==> config.mk <==
export PLATFORM = sky130hd
export DESIGN_NAME = ir_blob_decoder
export DESIGN_NICKNAME = d
export VERILOG_FILES = /design/src/rtl/ir_cam_pkg.sv /design/src/rtl/timeout_counter.sv /design/src/rtl/ir_blob_decoder.sv
export SDC_FILE = /design/constraint.sdc
export NUM_CORES = 1
export LEC_CHECK = 0
export CAP_MARGIN = 20
export CORE_ASPECT_RATIO = 0.8
export CORE_MARGIN = 1
export CORE_UTILIZATION = 29
export CTS_BUF_LIST = sky130_fd_sc_hd__clkbuf_16
export CTS_CLUSTER_SIZE = 40
export DETAILED_ROUTE_END_ITERATION = 10
export GPL_ROUTABILITY_DRIVEN = 0
export PLACE_DENSITY_LB_ADDON = 0.12
export SYNTH_ARGS = -nofsm -noshare
export SYNTH_HDL_FRONTEND = slang
export SYNTH_SLANG_ARGS = --single-unit
==> constraint.sdc <==
create_clock -name clk -period 2.9 [get_ports clk]
set_input_delay 0.58 -clock clk [delete_from_list [all_inputs] [get_ports clk]]
set_output_delay 0.58 -clock clk [all_outputs]
set_load 0.02 [all_outputs]
==> src/rtl/ir_cam_pkg.sv <==
// rtl/ir_cam_pkg.sv - shared types and constants for the IR camera report path
package ir_cam_pkg;

  typedef enum logic [2:0] {
    ST_IDLE,
    ST_HDR,
    ST_XLO,
    ST_YLO,
    ST_SB,
    ST_SKIP,
    ST_DONE
  } ir_state_e;

  localparam int IR_FRAME_BYTES = 16;
  localparam logic [7:0] IR_NO_BLOB = 8'hFF;

  // S byte layout: Y[9:8] | X[9:8] | size
  localparam int SB_Y_MSB    = 7;
  localparam int SB_Y_LSB    = 6;
  localparam int SB_X_MSB    = 5;
  localparam int SB_X_LSB    = 4;
  localparam int SB_SIZE_MSB = 3;
  localparam int SB_SIZE_LSB = 0;

endpackage

==> src/rtl/timeout_counter.sv <==
// rtl/timeout_counter.sv - idle-cycle counter with a terminal pulse at LIMIT-1
module timeout_counter #(
  parameter int LIMIT = 100000
) (
  input  logic clk,
  input  logic reset,
  input  logic clear,
  input  logic enable,
  output logic expired
);

  localparam int W = $clog2(LIMIT + 1);
  localparam logic [W-1:0] LAST = W'(LIMIT - 1);

  logic [W-1:0] count;

  assign expired = enable && !clear && (count == LAST);

  always_ff @(posedge clk or posedge reset) begin
    if (reset) begin
      count <= '0;
    end else if (clear || !enable || expired) begin
      count <= '0;
    end else begin
      count <= count + 1'b1;
    end
  end

endmodule

==> src/rtl/ir_blob_decoder.sv <==
// rtl/ir_blob_decoder.sv - extracts blob 0 position and size from an IR camera report frame
module ir_blob_decoder
  import ir_cam_pkg::*;
#(
  parameter int FRAME_BYTES = IR_FRAME_BYTES,
  parameter int TIMEOUT     = 100000,
  parameter int RESET_X     = 500,
  parameter int RESET_Y     = 500,
  parameter int Y_MAX       = 767
) (
  input  logic        clk,
  input  logic        reset,
  input  logic        frame_start,
  input  logic [7:0]  byte_in,
  input  logic        byte_valid,
  output logic [10:0] x,
  output logic [10:0] y,
  output logic [3:0]  size,
  output logic        blob_present,
  output logic        xy_valid,
  output logic        frame_err
);

  localparam int BW = $clog2(FRAME_BYTES);
  localparam logic [BW-1:0] LAST_BYTE = BW'(FRAME_BYTES - 1);
  localparam logic [10:0] Y_LIMIT = 11'(Y_MAX);

  ir_state_e     state;
  logic [BW-1:0] byte_cnt;
  logic [7:0]    x_lo;
  logic [7:0]    y_lo;
  logic [7:0]    s_byte;
  logic          busy;
  logic          timeout_hit;
  logic [9:0]    y_full;
  logic          absent;

  assign busy   = (state != ST_IDLE) && (state != ST_DONE);
  assign y_full = {s_byte[SB_Y_MSB:SB_Y_LSB], y_lo};
  assign absent = ((x_lo == IR_NO_BLOB) && (y_lo == IR_NO_BLOB) && (s_byte == IR_NO_BLOB))
                  || ({1'b0, y_full} > Y_LIMIT);

  timeout_counter #(
    .LIMIT(TIMEOUT)
  ) u_timeout (
    .clk    (clk),
    .reset  (reset),
    .clear  (byte_valid || frame_start),
    .enable (busy),
    .expired(timeout_hit)
  );

  always_ff @(posedge clk or posedge reset) begin
    if (reset) begin
      state        <= ST_IDLE;
      byte_cnt     <= '0;
      x_lo         <= IR_NO_BLOB;
      y_lo         <= IR_NO_BLOB;
      s_byte       <= IR_NO_BLOB;
      x            <= 11'(RESET_X);
      y            <= 11'(RESET_Y);
      size         <= '0;
      blob_present <= 1'b0;
      xy_valid     <= 1'b0;
      frame_err    <= 1'b0;
    end else begin
      xy_valid  <= 1'b0;
      frame_err <= 1'b0;

      // Commit happens in DONE even if a new frame starts in the same cycle
      if (state == ST_DONE) begin
        if (absent) begin
          blob_present <= 1'b0;
        end else begin
          x            <= {1'b0, s_byte[SB_X_MSB:SB_X_LSB], x_lo};
          y            <= {1'b0, y_full};
          size         <= s_byte[SB_SIZE_MSB:SB_SIZE_LSB];
          blob_present <= 1'b1;
          xy_valid     <= 1'b1;
        end
      end

      if (frame_start) begin
        frame_err <= busy;
        state     <= ST_HDR;
        byte_cnt  <= '0;
        x_lo      <= IR_NO_BLOB;
        y_lo      <= IR_NO_BLOB;
        s_byte    <= IR_NO_BLOB;
      end else if (timeout_hit) begin
        frame_err <= 1'b1;
        state     <= ST_IDLE;
      end else begin
        case (state)
          ST_IDLE: ;
          ST_HDR: if (byte_valid) begin
            byte_cnt <= byte_cnt + 1'b1;
            state    <= ST_XLO;
          end
          ST_XLO: if (byte_valid) begin
            x_lo     <= byte_in;
            byte_cnt <= byte_cnt + 1'b1;
            state    <= ST_YLO;
          end
          ST_YLO: if (byte_valid) begin
            y_lo     <= byte_in;
            byte_cnt <= byte_cnt + 1'b1;
            state    <= ST_SB;
          end
          ST_SB: if (byte_valid) begin
            s_byte   <= byte_in;
            byte_cnt <= byte_cnt + 1'b1;
            state    <= ST_SKIP;
          end
          ST_SKIP: if (byte_valid) begin
            if (byte_cnt == LAST_BYTE) begin
              state <= ST_DONE;
            end else begin
              byte_cnt <= byte_cnt + 1'b1;
            end
          end
          ST_DONE: state <= ST_IDLE;
          default: state <= ST_IDLE;
        endcase
      end
    end
  end

endmodule

=== Word level (Yosys, flattened, before mapping) ===
Index checks and enable logic that the tools add are counted.

* Flip-flop bits (word level): 75
* Bits in latches: 0
* RAM bits: 0
* ROM bits: 0
* Input port bits: 12
* Output and inout port bits: 29
* Memories kept: 0

* Add/subtract/negate cells: 2
* Multiply operators: 0
* Divide/modulo/power cells: 0
* Magnitude comparators: 1
* Equal/unequal tests: 23
* Shifts and indexed selects: 0
* Muxes and demuxes: 30
* Bitwise gates (word level): 1
* Reduce and logical (&&, ||, !) cells: 25

{| class="wikitable"
|+ Operators with widths
! cell !! number
|-
| $mux 8 || 10
|-
| $eq 8x8->1 const B || 3
|-
| $mux 3 || 8
|-
| $ne 4x3->1 const B || 6
|-
| $mux 4 || 5
|-
| $pmux 3 s6 || 1
|-
| $add 17x1->17 const B || 1
|-
| $eq 17x17->1 const B || 1
|-
| $mux 17 || 1
|-
| $gt 10x10->1 const B || 1
|-
| $eq 3x3->1 const B || 3
|-
| $ne 3x3->1 const B || 3
|-
| $reduce_and 3->1 || 3
|-
| $pmux 4 s2 || 1
|-
| $reduce_bool 2->1 || 4
|-
| $reduce_and 7->1 || 1
|-
| $eq 3x2->1 const B || 2
|-
| $reduce_bool 3->1 || 2
|-
| $logic_and 1x1->1 || 5
|-
| $reduce_and 5->1 || 1
|-
| $add 4x1->4 const B || 1
|-
| $eq 4x4->1 const B || 1
|-
| $logic_or 1x1->1 || 4
|-
| $mux 1 || 4
|-
| other kinds (9) || 10
|}

=== Depth between registers and ports, before layout ===
Gate-level depths: netlist of run 1.

* Depth after elaboration: 6
* Mapped depth: 6

=== By module ===
A second synthesis of run 1 with hierarchy kept.

* Cell total of the unflattened synthesis: 306
* Area total of the unflattened synthesis: 3593.4 µm²

{| class="wikitable"
|+ By module, submodules not included
! module !! instances !! cells each !! area each (µm²) !! seq. area each (µm²)
|-
| ir_blob_decoder || 1 || 218 || 2741.4 || 1496.4
|-
| timeout_counter || 1 || 88 || 852.1 || 425.4
|}

=== Least setup slack after synthesis of run 1 ===
OpenSTA, ideal clock, no wires.

* Path type: in2reg
* Start: input byte_valid
* End: register byte_cnt[1]
* Data arrival time: 1414 ps
* Path slack: 1358 ps
* Cell stages on the path: 5
* Path through: clkbuf_1 > o31ai_1 > a21oi_1 > mux2i_1 > nor2_1

* Word-level cells in the longest chain between the ends: 6
* Elaborated cells between the ends (all ways): 8
* Those cells by class: eq/ne: 3; reduce/logical: 5

{| class="wikitable"
|+ RTL lines
! element !! RTL line !! RTL
|-
| start, declared || ir_blob_decoder.sv:15 || <nowiki>input logic byte_valid,</nowiki>
|-
| $logic_or 1x1->1 || ir_blob_decoder.sv:48 || <nowiki>.clear (byte_valid || frame_start),</nowiki>
|-
| $logic_not 1->1 || timeout_counter.sv:17 || <nowiki>assign expired = enable && !clear && (count == LAST);</nowiki>
|-
| $logic_and 1x1->1 (2 in a row) || timeout_counter.sv:17 ||
|-
| $ne 2x2->1 (no line) || -- ||
|-
| $reduce_and 5->1 (no line) * || -- ||
|-
| end signal, assigned || ir_blob_decoder.sv:97 || <nowiki>byte_cnt <= byte_cnt + 1'b1;</nowiki>
|-
| end signal, assigned || ir_blob_decoder.sv:102 || <nowiki>byte_cnt <= byte_cnt + 1'b1;</nowiki>
|-
| end signal, assigned || ir_blob_decoder.sv:107 || <nowiki>byte_cnt <= byte_cnt + 1'b1;</nowiki>
|-
| end, declared || ir_blob_decoder.sv:29 || <nowiki>logic [BW-1:0] byte_cnt;</nowiki>
|}

Mark *: on every way between the ends. The rest lies on a longest branch, timed or not.
A chain may end at the register's enable or synchronous reset.

=== Worst setup path in the final report of run 1 ===
* Start: register y[8]
* End: output y[8]

{| class="wikitable"
|+ RTL lines
! element !! RTL line !! RTL
|-
| start, declared || ir_blob_decoder.sv:17 || <nowiki>output logic [10:0] y,</nowiki>
|-
| start signal, assigned || ir_blob_decoder.sv:61 || <nowiki>y <= 11'(RESET_Y);</nowiki>
|-
| start signal, assigned || ir_blob_decoder.sv:76 || <nowiki>y <= {1'b0, y_full};</nowiki>
|}

No word-level cell between the ends.

==> impl_metrics.ini, run 1 <==
[worst_hold_path]
hold_depth = 2
hold_class = reg -> reg

[pwr]
power_density_nw_per_um2 = 539
leakagePower_nw = 1.86
power_mw = 2.30
ir_drop_mv = 0.290

[synth]
yosys_register_bits = 75
synth_area_per_cell_sq_um = 11.1
synth_flop_cell = dfrtp_1
synth_edf_count = 0
syn_inst = 309
synth-seq-area-share_pct = 55.9
yosys_warnings = 0
syn_area_sq_um = 3440
synth_cell_types = 42
yosysTopAreaCell = dfrtp_1
netlist.area_leader.share_pct = 28.4
ys_async_sr_fraction_pct = 100
ys_top_cells_by_area = dfrtp_1 (28%), dfstp_2 (27%), mux2_4 (7.9%)

[timing]
rsz0062_at_grt = false
worst_slack_ns = 0.845
finalSetupViolations = 0
hold_ws_ns = 0.485
slew_viol_final = 0
worstMarginPinSlew_ns = 0.688
period_needed_ns = 2.06
fmax_mhz = 487
period_share_pct = 70.9
clock_skew_ns = 0.00513
finalHoldViolations = 0
tns_ns = 0
max_slew_margin_pct = 54.0

[clock_tree]
clk_latency_ns = 0.34
clockRootBuffer = clkbuf_16
path_clk_slew_ns = 0.06
post_cts_buffers = 0
h-tree-depth = 3
cts_tree = done
clock_path_buffers = 2
postCtsResizedCells = 0
cts.sinks = 75
postCtsHoldBufs = 0
cts-buffers-inserted = 9

[cells_and_area]
post-route-cell-area_sq_um = 4270
instances_no_fill = 506
syn_to_final_growth_pct = 24.0
fin_util_pct = 37.1
nNetsFinal = 367
diodes = 0
drive_gt1_share_pct = 22.3
fillers = 1135

[die]
die_w_um = 124
row_count = 35
die_area_sq_um = 12300
coreArea_sq_um = 11500
start_util_pct = 29.9
io_pins = 41
die_height_um = 99.4

[worst_setup_path]
cp-start-kind = flop
path_max_fanout = 2
path_delay_family = buffers and inverters
crit_path_end_kind = output port
max_stage_delay_ns = 0.60
path_cells = clkdlybuf4s50_1
rr_startpoint = state[2]
crit_arrival_ns = 1.48
ff2ff_setup_slack_ns = 0.89
timing.rr.end = size[0]
r2r_cells = 4
path_depth = 1
critPathSlowestCell = clkdlybuf4s50_1
cp_data_required_time_ns = 2.32
critPathKind = reg -> out
endpoint = y[8]
crit_path_start = y[8]
crit_buf_inv = 1

[place]
dp_hpwl_um = 5190
dp_slack_ns = 0.671
placed_cell_area_sq_um = 3990
io_buffers = 38
place_inst = 490

[drt]
ant_nets = 0
num_vias = 2357
wl_per_cell_um = 14.8
viasPerCell = 4.66
routed_wl_um = 7500
dr.pass1.iters = 4
first_iter_violations = 123
drc = 0

[grt]
antenna_found_initial = 0
overflow = 0
grt_usage_pct = 13.9
grt_pass1_wl_um = 12900
grt_max_degree = 33
grt_pass1_vias = 2431

[status]
outcome = finished, final reports clean

[flow_run]
max_cap_viol_count = 0
==> worst min-delay path, cell delays in order, from the launching register on <==
cell and delay (ns):
dfstp_2 0.37, nand2_1 0.05, nand3b_1 0.06
==> power breakdown <==
group          internal, mW  switching (mW)  total, mW  leakage [nW]
logic                0.0583          0.0820      0.140         0.804
registers              1.08          0.0217       1.10         0.913
clock network         0.591           0.469       1.06         0.137
==> sequential cells by signal, summed over array words and instances, names as in the netlist, 4 cells and up <==
register / count
u_timeout.count: 17
x: 10
y: 10
s_byte: 8
x_lo: 8
y_lo: 8
byte_cnt: 4
size: 4
==> worst min-delay path by stage <==
stage / start / endpoint / slack (ns)
after CTS: s_byte[0] / s_byte[0] / 0.49
after global placement: y_lo[5] / y_lo[5] / 0.47
after global routing: y_lo[1] / y_lo[1] / 0.51
after floorplan: y_lo[0] / y_lo[0] / 0.46
after detailed placement: y_lo[3] / y_lo[3] / 0.48
final: s_byte[0] / s_byte[0] / 0.48
==> layer usage <==
metal,global-route usage (%),vias up,wire (um)
li1,-,1141,-
met1,20.6,1163,3960
met2,19.1,45,3110
met3,3.96,8,325
met5,0,-,0
met4,4.45,0,103
==> Yosys cell counts (2+ instances only) <==
master,number
nor4_1,4
nor2_1,30
nand3b_1,25
and4_1,3
o21ai_0,4
buf_6,3
buf_4,4
xor2_1,4
nor2b_1,3
a211oi_1,3
nand2b_1,2
a21oi_1,5
dfrtp_1,39
mux2_4,18
dfstp_2,36
mux2_1,4
nand4_1,5
nand2_2,2
ha_1,2
nand3_1,8
nand2_1,58
clkbuf_1,5
inv_1,5
and3_1,2
xnor2_1,13
nor3_1,6
==> cell families (layout without fill, tap and decap cells) <==
kind of cell | count (synthesis) | after routing | share of synthesized area [%]
simple gates | 157 | 157 | 23.3
flops | 75 | 75 | 55.9
mux | 23 | 23 | 9.45
compound gates | 17 | 17 | 3.27
xor+xnor | 17 | 17 | 4.33
buf+inv | 17 | 65 | 2.95
fa+ha+maj | 2 | 2 | 0.727
other cells | 1 | 2 | 0.109
==> cell type report <==
cell class	count	area, sq um	area share, %
Sequential cell	75	1920	45.0
Clock inverter	7	57.6	1.35
Timing Repair Buffer	44	438	10.3
Multi-Input combinational cell	218	1420	33.3
Inverter	5	18.8	0.440
Tap cell	148	185	4.34
Clock buffer	9	225	5.28
==> layout by cell type (no fill, tap or decap), types with 3 or more instances in the layout <==
master / instances
nand4_1: 5
a211oi_1: 3
dfrtp_1: 39
buf_4: 5
a21oi_1: 5
inv_1: 4
clkbuf_16: 9
o21ai_0: 4
nor3_1: 6
dfstp_2: 36
inv_6: 3
and4_1: 3
mux2_4: 18
nand3b_1: 25
nor2_1: 30
nor4_1: 4
xor2_1: 4
nor2b_1: 3
nand2_1: 58
clkdlybuf4s50_1: 38
mux2_1: 4
xnor2_1: 13
nand3_1: 8
Note: power is estimated with default switching activity, not from simulation.
==> run 2, diff against run 1 <==
Clock period 2.9 ns to 2.1 ns, I/O delays scaled along.
==> run 2 against run 1 <==
Via count is 1.5% lower; first-iteration DRC count is 5.7% lower; die area stayed put; final cell count is 0.99% higher; critical path depth stayed put; combinational power is 37% higher; register-to-register slack worse by 0.51 ns; sequential share of layout area is 0.70 points lower; largest cell class unchanged.
==> impl_metrics.ini, run 2 (synthesis results as in run 1) <==
[cells_and_area]
diodes = 0
seq_area_sq_um = 1920
nNetsFinal = 372
fillers = 1143
syn_to_final_growth_pct = 26.0
multi_input_area_sq_um = 1420
final_common_cell = nand2_1
top_regs = u_timeout.count x17, x x10, y x10
final_cell_mix = nand2_1 (58), dfrtp_1 (39), clkdlybuf4s50_1 (38)
fin_util_pct = 37.6
drive_gt1_share_pct = 22.6
largest_reg_flops = 17
regMostFlops = u_timeout.count

[clock_tree]
post_cts_buffers = 0
cts.sinks = 75
path_clk_slew_ns = 0.06
cts_tree = done
postCtsResizedCells = 0
h-tree-depth = 3
clock_path_buffers = 2
clockRootBuffer = clkbuf_16
postCtsHoldBufs = 0
cts-buffers-inserted = 9
clk_latency_ns = 0.33

[drt]
dr.pass1.iters = 4
num_vias = 2321
first_iter_violations = 116
wl_per_cell_um = 14.6
ant_nets = 0
drc = 0
routed_wl_um = 7490
viasPerCell = 4.54

[timing]
finalHoldViolations = 0
rsz0062_at_grt = false
slew_viol_final = 0
tns_ns = 0
clock_skew_ns = 0.00630
worstMarginPinSlew_ns = 0.509
fmax_mhz = 524
finalSetupViolations = 0
period_share_pct = 90.8
hold_ws_ns = 0.482
period_needed_ns = 1.91
max_slew_margin_pct = 65.8

[worst_setup_path]
cp-start-kind = flop
crit_path_end_kind = output port
path_delay_family = buffers and inverters
max_stage_delay_ns = 0.63
path_cells = clkdlybuf4s50_1
crit_buf_inv = 1
critPathSlowestCell = clkdlybuf4s50_1
path_max_fanout = 2
cp_data_required_time_ns = 1.68
critPathKind = reg -> out
crit_arrival_ns = 1.49

[grt]
grt_pass1_wl_um = 12500
overflow = 0
grt_usage_pct = 13.7
grt_pass1_vias = 2385
antenna_found_initial = 0
grt_max_degree = 41

[flow_run]
max_cap_viol_count = 0

[worst_hold_path]
hold_class = reg -> reg

[die]
io_pins = 41
coreArea_sq_um = 11500
die_area_sq_um = 12300
row_count = 35
die_height_um = 99.4
die_w_um = 124
start_util_pct = 29.9

[place]
dp_hpwl_um = 5060
io_buffers = 38

[pwr]
power_mw = 3.32
ir_drop_mv = 0.346
leakagePower_nw = 1.89
power_density_nw_per_um2 = 766

[status]
outcome = finished, final reports clean
-- run 2: cell count changes in the layout (fill, tap and decap cells not counted), moves of 2 or more --
cell,change
buf_4,+5
clkinv_4,-2
inv_6,-3
clkinv_1,+2
bufinv_16,+2
-- run 2: metrics by stage --
| stage | area [sq um] | worst slack (ns) | std cells |
|---|---|---|---|
| floorplan | 3450 | 0.612 | 310 |
| global placement | 4030 | 0.211 | 495 |
| detailed placement | 4030 | 0.189 | 495 |
| CTS | 4340 | 0.162 | 511 |
| global route | 4340 | 0.167 | 511 |
| finish | 4340 | 0.193 | 511 |
-- run 2: where the power goes --
group	leakage (nW)	internal [mW]	total (mW)	switching (mW)
clock	0.152	1.03	1.61	0.587
sequential	0.913	1.49	1.52	0.0301
combinational	0.825	0.0812	0.192	0.111
-- run 2: final timing paths --
kind,slack [ns],to,depth (start not counted),from
setup / recovery,0.19,y[8],1,y[8]
hold / removal,0.48,y_lo[4],2,y_lo[4]
setup reg to reg,0.38,u_timeout.count[2],4,u_timeout.count[11]
hold reg to reg,0.48,y_lo[4],2,y_lo[4]
max in group asynchronous,1.14,y_lo[1],3,reset
min in group asynchronous,0.49,size[3],3,reset
-- run 2: final cells by class --
cell class / instances / share of cell area [%]
Multi-Input combinational cell: 218 / 32.8
Timing Repair Buffer: 49 / 11.0
Clock inverter: 7 / 1.93
Sequential cell: 75 / 44.3
Clock buffer: 9 / 5.19
Inverter: 5 / 0.519
Tap cell: 148 / 4.27
-- run 2: routing by layer --
metal / part of all wire, % / vias up / global-route usage (%)
met5: 0 / - / 0
met3: 3.8 / 10 / 4.24
met4: 1.6 / 0 / 5.28
met1: 53 / 1123 / 19.4
li1: - / 1146 / -
met2: 42 / 42 / 19.4
==> run 3, diff against run 2 <==
Settings changed: PLACE_DENSITY from default to 0.57, PLACE_DENSITY_LB_ADDON 0.12 to default.
==> run 3 against run 2 <==
Sequential share of layout area grew 0.27 points; total power down 3.4%; non-clock buffer count shrank 3; clock power down 7%; largest cell class unchanged.
==> impl_metrics.ini, run 3 (synthesis results as in run 1) <==
[timing]
finalSetupViolations = 0
period_needed_ns = 1.88
fmax_mhz = 531
tns_ns = 0
finalHoldViolations = 0
worst_slack_ns = 0.217
slew_viol_final = 0
rsz0062_at_grt = false
clock_skew_ns = 0.00494
period_share_pct = 89.7

[clock_tree]
post_cts_buffers = 0
clockRootBuffer = clkbuf_16
path_clk_slew_ns = 0.06
h-tree-depth = 3
postCtsResizedCells = 0
postCtsHoldBufs = 0
cts.sinks = 75
cts_tree = done
clock_path_buffers = 2
cts-buffers-inserted = 9
clk_latency_ns = 0.33

[grt]
grt_pass1_vias = 2292
grt_usage_pct = 12.3
overflow = 0
grt_max_degree = 37
antenna_found_initial = 0
grt_pass1_wl_um = 11500

[cells_and_area]
regMostFlops = u_timeout.count
nNetsFinal = 369
top_regs = u_timeout.count x17, x x10, y x10
final_cell_mix = nand2_1 (58), dfrtp_1 (39), clkdlybuf4s50_1 (38)
fin_util_pct = 37.4
final_common_cell = nand2_1
drive_gt1_share_pct = 22.8
largest_reg_flops = 17
syn_to_final_growth_pct = 25.2
diodes = 0

[place]
io_buffers = 38
dp_hpwl_um = 4790
dp_slack_ns = 0.223

[die]
coreArea_sq_um = 11500
row_count = 35
start_util_pct = 29.9
die_w_um = 124
die_area_sq_um = 12300
io_pins = 41
die_height_um = 99.4

[drt]
viasPerCell = 4.59
dr.pass1.iters = 4
first_iter_violations = 121
ant_nets = 0
drc = 0
num_vias = 2331
routed_wl_um = 6920
wl_per_cell_um = 13.6

[worst_setup_path]
path_delay_family = buffers and inverters
crit_path_end_kind = output port
crit_buf_inv = 1
critPathKind = reg -> out
path_max_fanout = 2
max_stage_delay_ns = 0.60
critPathSlowestCell = clkdlybuf4s50_1
path_cells = clkdlybuf4s50_1
crit_arrival_ns = 1.46
cp-start-kind = flop
cp_data_required_time_ns = 1.68

[flow_run]
max_cap_viol_count = 0

[pwr]
power_density_nw_per_um2 = 745
leakagePower_nw = 1.87
ir_drop_mv = 0.403

[worst_hold_path]
hold_class = in -> async

[status]
outcome = finished, final reports clean
==> run 3: cell types whose count changed in the layout (fill, tap and decap cells not counted), sizes merged <==
cell,delta
clkinv,+1
bufinv,-1
buf,-3
==> run 3: layout make-up <==
class / count / area, sq um
Multi-Input combinational cell: 218 / 1420
Inverter: 5 / 22.5
Clock buffer: 9 / 225
Fill cell: 1094 / 7210
Tap cell: 148 / 185
Timing Repair Buffer: 46 / 465
Clock inverter: 7 / 67.6
Sequential cell: 75 / 1920
==> run 3: final timing paths <==
path                       slack, ns                   to  cells past startpoint                from
min in group clk                0.49              y_lo[6]                      2             y_lo[6]
max reg2reg                     0.33  u_timeout.count[10]                      4  u_timeout.count[5]
max                             0.22                 y[8]                      1                y[8]
max in group asynchronous       1.13            s_byte[2]                      3               reset
min                             0.42                 x[0]                      2               reset
min reg2reg                     0.49              y_lo[6]                      2             y_lo[6]
==> run 3: power by group <==
group          total, mW  switching (mW)  internal (mW)
Sequential          1.52          0.0291           1.49
Clock               1.50           0.587          0.915
Combinational      0.191           0.109         0.0825
==> run 3: layer usage <==
layer	track usage, %	part of all wire, %	vias up
met5	0	0	-
met4	4.63	1.3	0
met2	18.2	44	42
li1	-	-	1145
met3	4.19	4.6	6
met1	16.6	50	1138
==> run 3: through the flow <==
stage          instances  cell area (sq um)  total power, mW  hold slack [ns]
6_report             508               4310             3.21            0.419
5_1_grt              508               4310             3.36            0.438
4_1_cts              508               4310             3.27            0.422
3_5_place_dp         492               4020             1.74            0.477
3_3_place_gp         492               4020             1.73            0.476
2_1_floorplan        310               3450             1.66            0.461
